`config.mk`:
```
export PLATFORM = sky130hd
export DESIGN_NAME = load_store_unit
export DESIGN_NICKNAME = d
export VERILOG_FILES = /design/src/rtl/riscv_pkg.sv /design/src/rtl/lsu_align.sv /design/src/rtl/load_store_unit.sv
export SDC_FILE = /design/constraint.sdc
export NUM_CORES = 1
export LEC_CHECK = 0
export CAP_MARGIN = 15
export CORE_UTILIZATION = 43
export CTS_CLUSTER_DIAMETER = 100
export DETAILED_ROUTE_END_ITERATION = 7
export PLACE_DENSITY = 0.79
export SYNTH_ARGS = -nofsm -noshare
export SYNTH_HDL_FRONTEND = slang
export SYNTH_HIERARCHICAL = 1
export SYNTH_SLANG_ARGS = --single-unit
```
`constraint.sdc`:
```
create_clock -name clk -period 4.3 [get_ports clk]
set_clock_uncertainty 0.1 [all_clocks]
set_input_delay 0.86 -clock clk [delete_from_list [all_inputs] [get_ports clk]]
set_output_delay 0.86 -clock clk [all_outputs]
set_load 0.02 [all_outputs]
```
`src/rtl/riscv_pkg.sv`:
```
// Shared RV32I load/store encodings, LSU state encoding and access-legality helpers.
// Latency: none (constants and pure functions only).
// Backpressure: not applicable.
package riscv_pkg;

    localparam logic [2:0] LB  = 3'b000;
    localparam logic [2:0] LH  = 3'b001;
    localparam logic [2:0] LW  = 3'b010;
    localparam logic [2:0] LBU = 3'b100;
    localparam logic [2:0] LHU = 3'b101;
    localparam logic [2:0] SB  = 3'b000;
    localparam logic [2:0] SH  = 3'b001;
    localparam logic [2:0] SW  = 3'b010;

    typedef enum logic [1:0] {
        LSU_IDLE,
        LSU_REQ,
        LSU_WAIT_RSP,
        LSU_DONE
    } lsu_state_t;

    function automatic logic op_legal(input logic write, input logic [2:0] funct3);
        if (write)
            return (funct3 == SB) || (funct3 == SH) || (funct3 == SW);
        return (funct3 == LB) || (funct3 == LH) || (funct3 == LW) ||
               (funct3 == LBU) || (funct3 == LHU);
    endfunction

    // funct3[1:0] encodes the access size for every legal code.
    function automatic logic op_aligned(input logic [2:0] funct3, input logic [1:0] byte_off);
        case (funct3[1:0])
            2'b01:   return ~byte_off[0];
            2'b10:   return byte_off == 2'b00;
            default: return 1'b1;
        endcase
    endfunction

endpackage

```
`src/rtl/lsu_align.sv`:
```
// Byte-lane steering for stores and lane select / sign extension for loads.
// Latency: combinational.
// Backpressure: none.
module lsu_align
    import riscv_pkg::*;
(
    input  logic        write,
    input  logic [2:0]  funct3,
    input  logic [1:0]  byte_off,
    input  logic [31:0] store_data,
    input  logic [31:0] rdata,
    output logic [3:0]  be,
    output logic [31:0] wdata,
    output logic [31:0] rdata_fmt
);

    logic [7:0]  byte_sel;
    logic [15:0] half_sel;

    assign byte_sel = rdata[8*byte_off +: 8];
    assign half_sel = byte_off[1] ? rdata[31:16] : rdata[15:0];

    always_comb begin
        be        = 4'b0000;
        wdata     = 32'h0;
        rdata_fmt = 32'h0;

        case (funct3[1:0])
            2'b00:   be = 4'b0001 << byte_off;
            2'b01:   be = 4'b0011 << {byte_off[1], 1'b0};
            2'b10:   be = 4'b1111;
            default: be = 4'b0000;
        endcase

        if (write) begin
            case (funct3)
                SB:      wdata = {4{store_data[7:0]}};
                SH:      wdata = {2{store_data[15:0]}};
                SW:      wdata = store_data;
                default: wdata = 32'h0;
            endcase
        end else begin
            case (funct3)
                LB:      rdata_fmt = {{24{byte_sel[7]}}, byte_sel};
                LH:      rdata_fmt = {{16{half_sel[15]}}, half_sel};
                LW:      rdata_fmt = rdata;
                LBU:     rdata_fmt = {24'h0, byte_sel};
                LHU:     rdata_fmt = {16'h0, half_sel};
                default: rdata_fmt = 32'h0;
            endcase
        end
    end

endmodule

```
`src/rtl/load_store_unit.sv`:
```
// RV32I load/store unit: one memory operation at a time over a req/gnt + rvalid bus.
// Latency: 3 cycles accept-to-done minimum; 1 cycle for rejected (illegal/misaligned) ops.
// Backpressure: holds the request until mem_gnt; lsu_busy stalls the core until done.
module load_store_unit
    import riscv_pkg::*;
#(
    parameter int TIMEOUT_CYCLES = 255
) (
    input  logic        clk,
    input  logic        reset,
    input  logic        lsu_valid,
    input  logic        lsu_write,
    input  logic [2:0]  funct3,
    input  logic [31:0] addr,
    input  logic [31:0] store_data,
    output logic        lsu_busy,
    output logic        lsu_done,
    output logic        lsu_err,
    output logic [31:0] load_data,
    output logic        mem_req,
    output logic        mem_we,
    output logic [31:0] mem_addr,
    output logic [3:0]  mem_be,
    output logic [31:0] mem_wdata,
    input  logic        mem_gnt,
    input  logic        mem_rvalid,
    input  logic [31:0] mem_rdata
);

    localparam int CW = $clog2(TIMEOUT_CYCLES + 1);

    lsu_state_t  state;
    logic [CW-1:0] cnt;
    logic        op_write;
    logic [2:0]  op_f3;
    logic [1:0]  op_off;
    logic        timeout;

    logic        al_write;
    logic [2:0]  al_f3;
    logic [1:0]  al_off;
    logic [3:0]  al_be;
    logic [31:0] al_wdata;
    logic [31:0] al_fmt;

    // One aligner serves both phases: live inputs at accept, latched op afterwards.
    assign al_write = (state == LSU_IDLE) ? lsu_write  : op_write;
    assign al_f3    = (state == LSU_IDLE) ? funct3     : op_f3;
    assign al_off   = (state == LSU_IDLE) ? addr[1:0]  : op_off;

    lsu_align u_align (
        .write      (al_write),
        .funct3     (al_f3),
        .byte_off   (al_off),
        .store_data (store_data),
        .rdata      (mem_rdata),
        .be         (al_be),
        .wdata      (al_wdata),
        .rdata_fmt  (al_fmt)
    );

    assign timeout  = (cnt == CW'(TIMEOUT_CYCLES - 1));
    assign lsu_busy = (state != LSU_IDLE);

    always_ff @(posedge clk or posedge reset) begin
        if (reset) begin
            state     <= LSU_IDLE;
            cnt       <= '0;
            op_write  <= 1'b0;
            op_f3     <= 3'b000;
            op_off    <= 2'b00;
            lsu_done  <= 1'b0;
            lsu_err   <= 1'b0;
            load_data <= 32'h0;
            mem_req   <= 1'b0;
            mem_we    <= 1'b0;
            mem_addr  <= 32'h0;
            mem_be    <= 4'b0000;
            mem_wdata <= 32'h0;
        end else begin
            lsu_done <= 1'b0;
            lsu_err  <= 1'b0;
            case (state)
                LSU_IDLE: begin
                    if (lsu_valid) begin
                        op_write <= lsu_write;
                        op_f3    <= funct3;
                        op_off   <= addr[1:0];
                        if (op_legal(lsu_write, funct3) && op_aligned(funct3, addr[1:0])) begin
                            state     <= LSU_REQ;
                            cnt       <= '0;
                            mem_req   <= 1'b1;
                            mem_we    <= lsu_write;
                            mem_addr  <= {addr[31:2], 2'b00};
                            mem_be    <= al_be;
                            mem_wdata <= al_wdata;
                        end else begin
                            state     <= LSU_DONE;
                            lsu_done  <= 1'b1;
                            lsu_err   <= 1'b1;
                            load_data <= 32'h0;
                        end
                    end
                end
                LSU_REQ: begin
                    cnt <= cnt + CW'(1);
                    if (timeout || mem_gnt) begin
                        mem_req   <= 1'b0;
                        mem_we    <= 1'b0;
                        mem_addr  <= 32'h0;
                        mem_be    <= 4'b0000;
                        mem_wdata <= 32'h0;
                    end
                    // A grant on the final allowed cycle still times out.
                    if (timeout) begin
                        state     <= LSU_DONE;
                        lsu_done  <= 1'b1;
                        lsu_err   <= 1'b1;
                        load_data <= 32'h0;
                    end else if (mem_gnt) begin
                        state <= LSU_WAIT_RSP;
                    end
                end
                LSU_WAIT_RSP: begin
                    cnt <= cnt + CW'(1);
                    if (mem_rvalid) begin
                        state     <= LSU_DONE;
                        lsu_done  <= 1'b1;
                        load_data <= op_write ? 32'h0 : al_fmt;
                    end else if (timeout) begin
                        state     <= LSU_DONE;
                        lsu_done  <= 1'b1;
                        lsu_err   <= 1'b1;
                        load_data <= 32'h0;
                    end
                end
                default: begin
                    state <= LSU_IDLE;
                end
            endcase
        end
    end

endmodule
```
; ---- Word level (Yosys, flattened, before mapping)
; Cells that the tools add are included.
[op_classes]
bitwise_logic = 1
n_eq_ne = 21
reduce_logical = 21
n_shift = 3
n_mux = 60
n_addsub = 1
[ops]
columns = op, n
row1 = two-way mux 32 bit, 12
row2 = one-hot mux 32 bit (3 select lines), 2
row3 = one-hot mux 32 bit (5 select lines), 1
row4 = one-hot mux 32 bit (2 select lines), 2
row5 = indexed part select 32 x 6 -> 8 bit, 1
row6 = two-way mux 1 bit, 20
row7 = two-way mux 16 bit, 1
row8 = two-way mux 8 bit, 2
row9 = one-hot mux 8 bit (2 select lines), 1
row10 = two-way mux 2 bit, 7
row11 = == test 3 bit (second input constant), 4
row12 = two-way mux 4 bit, 3
row13 = one-hot mux 4 bit (3 select lines), 1
row14 = AND reduction 3 bit, 3
row15 = adder 8 x 1 -> 8 bit (second input constant), 1
row16 = == test 8 bit (second input constant), 1
row17 = one-hot mux 4 bit (2 select lines), 1
row18 = == test 2 x 1 -> 1 bit (second input constant), 3
row19 = == test 2 bit (second input constant), 3
row20 = == test 3 x 1 -> 1 bit (second input constant), 2
row21 = == test 3 x 2 -> 1 bit (second input constant), 2
row22 = zero test 2 bit, 3
row23 = zero test 3 bit, 2
row24 = != test 2 bit (second input constant), 3
row25 = 16 further kinds, 26
[word_totals]
reg_bits = 120
in_bits = 105

; ---- Depth between registers and ports, before layout
[logic_depth]
depth_word = 12
depth_mapped = 12
ltp_nobuf = 8

; ---- Modules after synthesis
; The synthesis kept the hierarchy.
[by_module_without_submodules]
columns = module, area_each_um2, n_inst, cells_per_inst
row1 = load_store_unit, 5407.7, 1, 414
row2 = lsu_align, 1345.0, 1, 232

; ---- Least setup slack after synthesis
; Ideal clock, no wire load.
[synth_path]
path_kind = register to register
from = reg state[0]
to = reg load_data[24]
period_less_slack_ns = 2.920
slack_ns = 1.380
stages_incl_launch_ff = 11
setup_ns = 0.121
t_arrival_ns = 2.699
required_time_ns = 4.079
path_cell_list = dfrtp_1 inv_1 ha_1 buf_4 mux2_2 buf_6 mux2_4 a222oi_1 buf_6 a21oi_1 a22o_1
[synth_via]
elab_chain_cells = 8
word_cells_on_any_way = 22
[synth_rtl]
columns = item, line_no
row1 = from (decl), load_store_unit.sv:32  ; lsu_state_t state;
row2 = from (signal assigned), load_store_unit.sv:67  ; state <= LSU_IDLE;
row3 = from (signal assigned), load_store_unit.sv:90  ; state <= LSU_REQ;
row4 = from (signal assigned), load_store_unit.sv:98  ; state <= LSU_DONE;
row5 = zero test 2 bit (*), load_store_unit.sv:49  ; assign al_off = (state == LSU_IDLE) ? addr[1:0] : op_off;
row6 = two-way mux 2 bit (*), load_store_unit.sv:49
row7 = named net al_off[1], load_store_unit.sv:41  ; logic [1:0] al_off;
row8 = indexed part select 32 x 6 -> 8 bit or two-way mux 16 bit (tied branches), "lsu_align.sv:20, lsu_align.sv:21"
row9 = one-hot mux 32 bit (5 select lines) (*), lsu_align.sv:43  ; case (funct3)
row10 = two-way mux 32 bit (*), lsu_align.sv:35  ; if (write) begin
row11 = named net al_fmt[24], load_store_unit.sv:44  ; logic [31:0] al_fmt;
row12 = two-way mux 32 bit (*), load_store_unit.sv:129  ; load_data <= op_write ? 32'h0 : al_fmt;
row13 = two-way mux 32 bit (*), load_store_unit.sv:126  ; if (mem_rvalid) begin
row14 = one-hot mux 32 bit (3 select lines) (*), load_store_unit.sv:83  ; case (state)
row15 = to (signal assigned), load_store_unit.sv:129
row16 = to (decl), load_store_unit.sv:19  ; output logic [31:0] load_data,
; Mark *: on every way through the listed nets, which the timed path passes. The rest lies on a longest branch.
; A chain may end at the register's enable or synchronous reset.

; ---- Final worst setup path
[layout_path]
from = reg state[0]
to = reg load_data[7]
[layout_via]
elab_chain_cells = 8
word_cells_on_any_way = 22
[layout_rtl]
columns = item, line_no
row1 = zero test 2 bit (*), load_store_unit.sv:48  ; assign al_f3 = (state == LSU_IDLE) ? funct3 : op_f3;
row2 = two-way mux 3 bit (*), load_store_unit.sv:48
row3 = named net al_f3[1], load_store_unit.sv:40  ; logic [2:0] al_f3;
row4 = "== test 3 bit, or another cell as far along", lsu_align.sv:43
row5 = one-hot mux 32 bit (5 select lines) (*), lsu_align.sv:43
row6 = two-way mux 32 bit (*), lsu_align.sv:35
row7 = named net al_fmt[7], load_store_unit.sv:44
row8 = two-way mux 32 bit (*), load_store_unit.sv:129
row9 = two-way mux 32 bit (*), load_store_unit.sv:126
row10 = one-hot mux 32 bit (3 select lines) (*), load_store_unit.sv:83
; Marks and branches as above.

==> flow_metrics.env <==
export IMPL_outcome="finished, final reports clean"
export IMPL_placementRows=45
export IMPL_vias_per_cell=5.35
export IMPL_reg2reg_to="load_data[7]"
export IMPL_min_path_type="register to register"
export IMPL_syn_area_mm2=0.00675
export IMPL_grt_pass1_wl_mm=29.0
export IMPL_slowest_delay_ns=0.90
export IMPL_clock_sinks=118
export IMPL_synth_simple_gate_area_share_pct=15.6
export IMPL_crit_path_max_fanout=28
export IMPL_synth_seq_area_share_pct=43.7
export IMPL_drive_above_1_share_pct=16.7
export IMPL_wl_mm=18.3
export IMPL_antenna_found_initial=0
export IMPL_ys_ff_latch=118
export IMPL_grt_pass1_vias=5410
export IMPL_track_usage_pct=22.9
export IMPL_start_kind="register"
export IMPL_setup_tns_final_ns=0
export IMPL_maxSlewHeadroom_pct=33.3
export IMPL_p_leak_nw=4.23
export IMPL_ys_async_sr_fraction_pct=100
export IMPL_max_freq_ghz=0.313
export IMPL_firstDrtPassIters=5
export IMPL_cts_tree="yes"
export IMPL_fin_crit_ns=3.19
export IMPL_synth_mux_area_share_pct=17.0
export IMPL_die_area_mm2=0.0162
export IMPL_fp_dieH_um=127
export IMPL_htree_levels=4
export IMPL_post_cts_resized=0
export IMPL_n_fill_cell=1235
export IMPL_critical_path_required_ns=4.55
export IMPL_drc=0
export IMPL_synth_distinct_cells=55
export IMPL_hold_viol_final=0
export IMPL_dr_first_iter_drc_count=263
export IMPL_syn_avg_cell_area_um2=10.5
export IMPL_portBuffers=207
export IMPL_dpl_hpwl_mm=12.7
export IMPL_cp_end_kind="register"
export IMPL_period_share_pct=74.2
export IMPL_crit_chain="inv_1, ha_1, mux2_2, nor3b_2, a22oi_1, a21oi_1, a22o_1"
export IMPL_crit_cells=7
export IMPL_r2r_slack_ns=1.11
export IMPL_slowest_stage="nor3b_2"
export IMPL_synth_top_family_by_area="compound AO/OA/AOI/OAI gates"
export IMPL_synth_edff_count=0
export IMPL_cts_setup_buffers=0
export IMPL_synthCells=646
export IMPL_core_area_mm2=0.0153
export IMPL_nets=952
export IMPL_max_slew_worst_pin_slew_ns=0.996
export IMPL_avgRoutedWirePerCell_um=17.2
export IMPL_syn2layout_area_growth_pct=42.4
export IMPL_ys_flop_type="dfrtp_1"
export IMPL_clock_latency_ns=0.41
export IMPL_crit_family="simple AND/OR/NAND/NOR gates"
export IMPL_ctsRootBufferMaster="clkbuf_16"
export IMPL_critical_path_buf_inv_count=1
export IMPL_die_w_um=127
export IMPL_ant_nets=0
export IMPL_path_class="register to register"
export IMPL_whs_ns=0.397
export IMPL_p_per_area_mw_per_mm2=723
export IMPL_place_congestion=0.816
export IMPL_synth_fa_ha_area_share_pct=1.67
export IMPL_rr_worst_depth=7
export IMPL_finalSetupViolCount=0
export IMPL_start_util_pct=44.3
export IMPL_synth_xor_area_share_pct=0
export IMPL_path_clk_slew_ns=0.06
export IMPL_ys_warn_count=6
export IMPL_ir_drop_mv=0.391
export IMPL_crit_start="state[0]"
export IMPL_worstPathArrival_ns=3.44
export IMPL_cts_buffer_depth=2
export IMPL_cts_made_buffers=17
export IMPL_crit_end="load_data[7]"
export IMPL_reg2reg_from="state[0]"
export IMPL_timing_final_max_slew_violations=0
export IMPL_cts_hold_buf=0
export IMPL_io_pins=210
export IMPL_gr_total_overflow=0
export IMPL_rsz0062_at_grt="no"
export IMPL_maxCapViolCount=0
export IMPL_num_antenna_cells=0
export IMPL_vias=5685
export IMPL_grt_max_degree=74
export IMPL_synth_compound_area_share_pct=17.1
how the worst min path moves through the flow:
stage                       startpoint      endpoint  slack (ns)  cells past startpoint
after CTS                     op_f3[1]      op_f3[1]        0.39                      2
after global placement        op_f3[0]      op_f3[0]        0.37                      2
after floorplan               op_f3[0]      op_f3[0]        0.35                      2
after global routing      mem_wdata[0]  mem_wdata[0]        0.41                      1
final                         op_f3[1]      op_f3[1]        0.40                      2
after detailed placement      op_f3[1]      op_f3[1]        0.37                      2
where the power goes:
group / switching (mW) / total (mW) / leakage [nW] / internal [mW]
Combinational: 2.03 / 3.79 / 2.36 / 1.76
Sequential: 0.186 / 1.63 / 1.56 / 1.44
Clock: 0.519 / 1.53 / 0.308 / 1.01
Total: 2.74 / 6.95 / 4.23 / 4.21
area by class of cell:
class	count	area, um^2	area share [%]
multi-input combinational	466	3480	36.2
inverter	12	47.5	0.494
timing repair buffer	223	2230	23.2
sequential	118	2950	30.7
clock buffer	20	467	4.85
tap	211	264	2.75
clock inverter	12	175	1.82
layer usage:
layer / vias up / part of all wire, % / wire (um) / GRT usage (%)
li1: 2660 / - / - / -
met1: 2781 / 45 / 8280 / 31.4
met2: 223 / 46 / 8420 / 35.5
met3: 21 / 6.8 / 1240 / 5.49
met4: 0 / 1.8 / 324 / 8.12
met5: - / 0 / 0 / 0
synthesized netlist by cell type, types with 2 or more instances:
cell,instances,area (um^2)
a21boi_0,4,30.0
a21o_1,17,128
a21oi_1,61,305
a22o_1,32,280
a22oi_1,4,30.0
a2bb2oi_1,7,61.3
and2_1,8,50.1
and4_1,2,17.5
buf_1,4,15.0
buf_12,2,40.0
buf_2,4,20.0
buf_4,8,60.1
buf_6,3,33.8
clkbuf_1,30,113
dfrtp_1,118,2950
ha_1,9,113
inv_1,12,45.0
mux2_2,61,687
mux2_4,20,300
mux2i_1,16,160
nand2_1,69,259
nand2b_1,16,100
nand3_1,4,20.0
nor2_1,7,26.3
nor2b_1,72,450
o21a_1,4,30.0
o21ai_0,12,60.1
o31ai_1,4,30.0
o32a_1,7,70.1
or3_1,3,18.8
or4_1,2,15.0
cell families (layout without fill, tap and decap cells):
logic type,count (synthesis),in the layout
other,1,2
adder cells (fa/ha/maj),9,9
buffers and inverters,63,267
multiplexers,97,97
AND/OR/NAND/NOR,195,195
flip-flops,118,118
AO/OA/AOI/OAI,163,163
worst reg2reg max path, stage by stage, from the launching register on:
cell	delay, ns
dfrtp_1	0.41
inv_1	0.09
ha_1	0.45
mux2_2	0.61
nor3b_2	0.91
a22oi_1	0.20
a21oi_1	0.20
a22o_1	0.16
sequential cells by signal (all words and copies together), names as in the netlist:
name / flops
cnt: 8
lsu_done: 1
mem_we: 1
state: 2
lsu_err: 1
op_write: 1
load_data: 32
mem_req: 1
mem_addr: 30
mem_wdata: 32
mem_be: 4
op_off: 2
op_f3: 3
placed cells by master, fill, tap and decap left out, types with 4 or more instances in the layout:
| cell type | Yosys | layout |
|---|---|---|
| buf_4 | 8 | 13 |
| nand2_1 | 69 | 69 |
| a21oi_1 | 61 | 61 |
| a22oi_1 | 4 | 4 |
| bufinv_16 | 0 | 4 |
| mux2_4 | 20 | 20 |
| and2_1 | 8 | 8 |
| inv_1 | 12 | 11 |
| nor2_1 | 7 | 7 |
| o31ai_1 | 4 | 4 |
| ha_1 | 9 | 8 |
| nand2b_1 | 16 | 16 |
| o21ai_0 | 12 | 12 |
| nand3_1 | 4 | 4 |
| mux2_2 | 61 | 61 |
| dfrtp_1 | 118 | 118 |
| a22o_1 | 32 | 32 |
| a2bb2oi_1 | 7 | 7 |
| a21boi_0 | 4 | 4 |
| nor2b_1 | 72 | 72 |
| a21o_1 | 17 | 17 |
| o32a_1 | 7 | 7 |
| clkdlybuf4s50_1 | 0 | 207 |
| o21a_1 | 4 | 4 |
| mux2i_1 | 16 | 16 |
| clkbuf_16 | 0 | 17 |
through the flow:
step	worst slack [ns]	total power [mW]	std cells	util, %	area (um^2)
2_1_floorplan	0.211	4.25	647	-	6760
3_3_place_gp	0.785	5.36	1030	58.8	8970
3_5_place_dp	0.749	5.41	1030	58.8	8970
4_1_cts	1.09	6.97	1062	63.0	9620
5_1_grt	0.903	7.35	1062	63.0	9620
6_report	1.11	6.95	1062	63.0	9620
No activity file was read; power rests on OpenSTA's default activity.
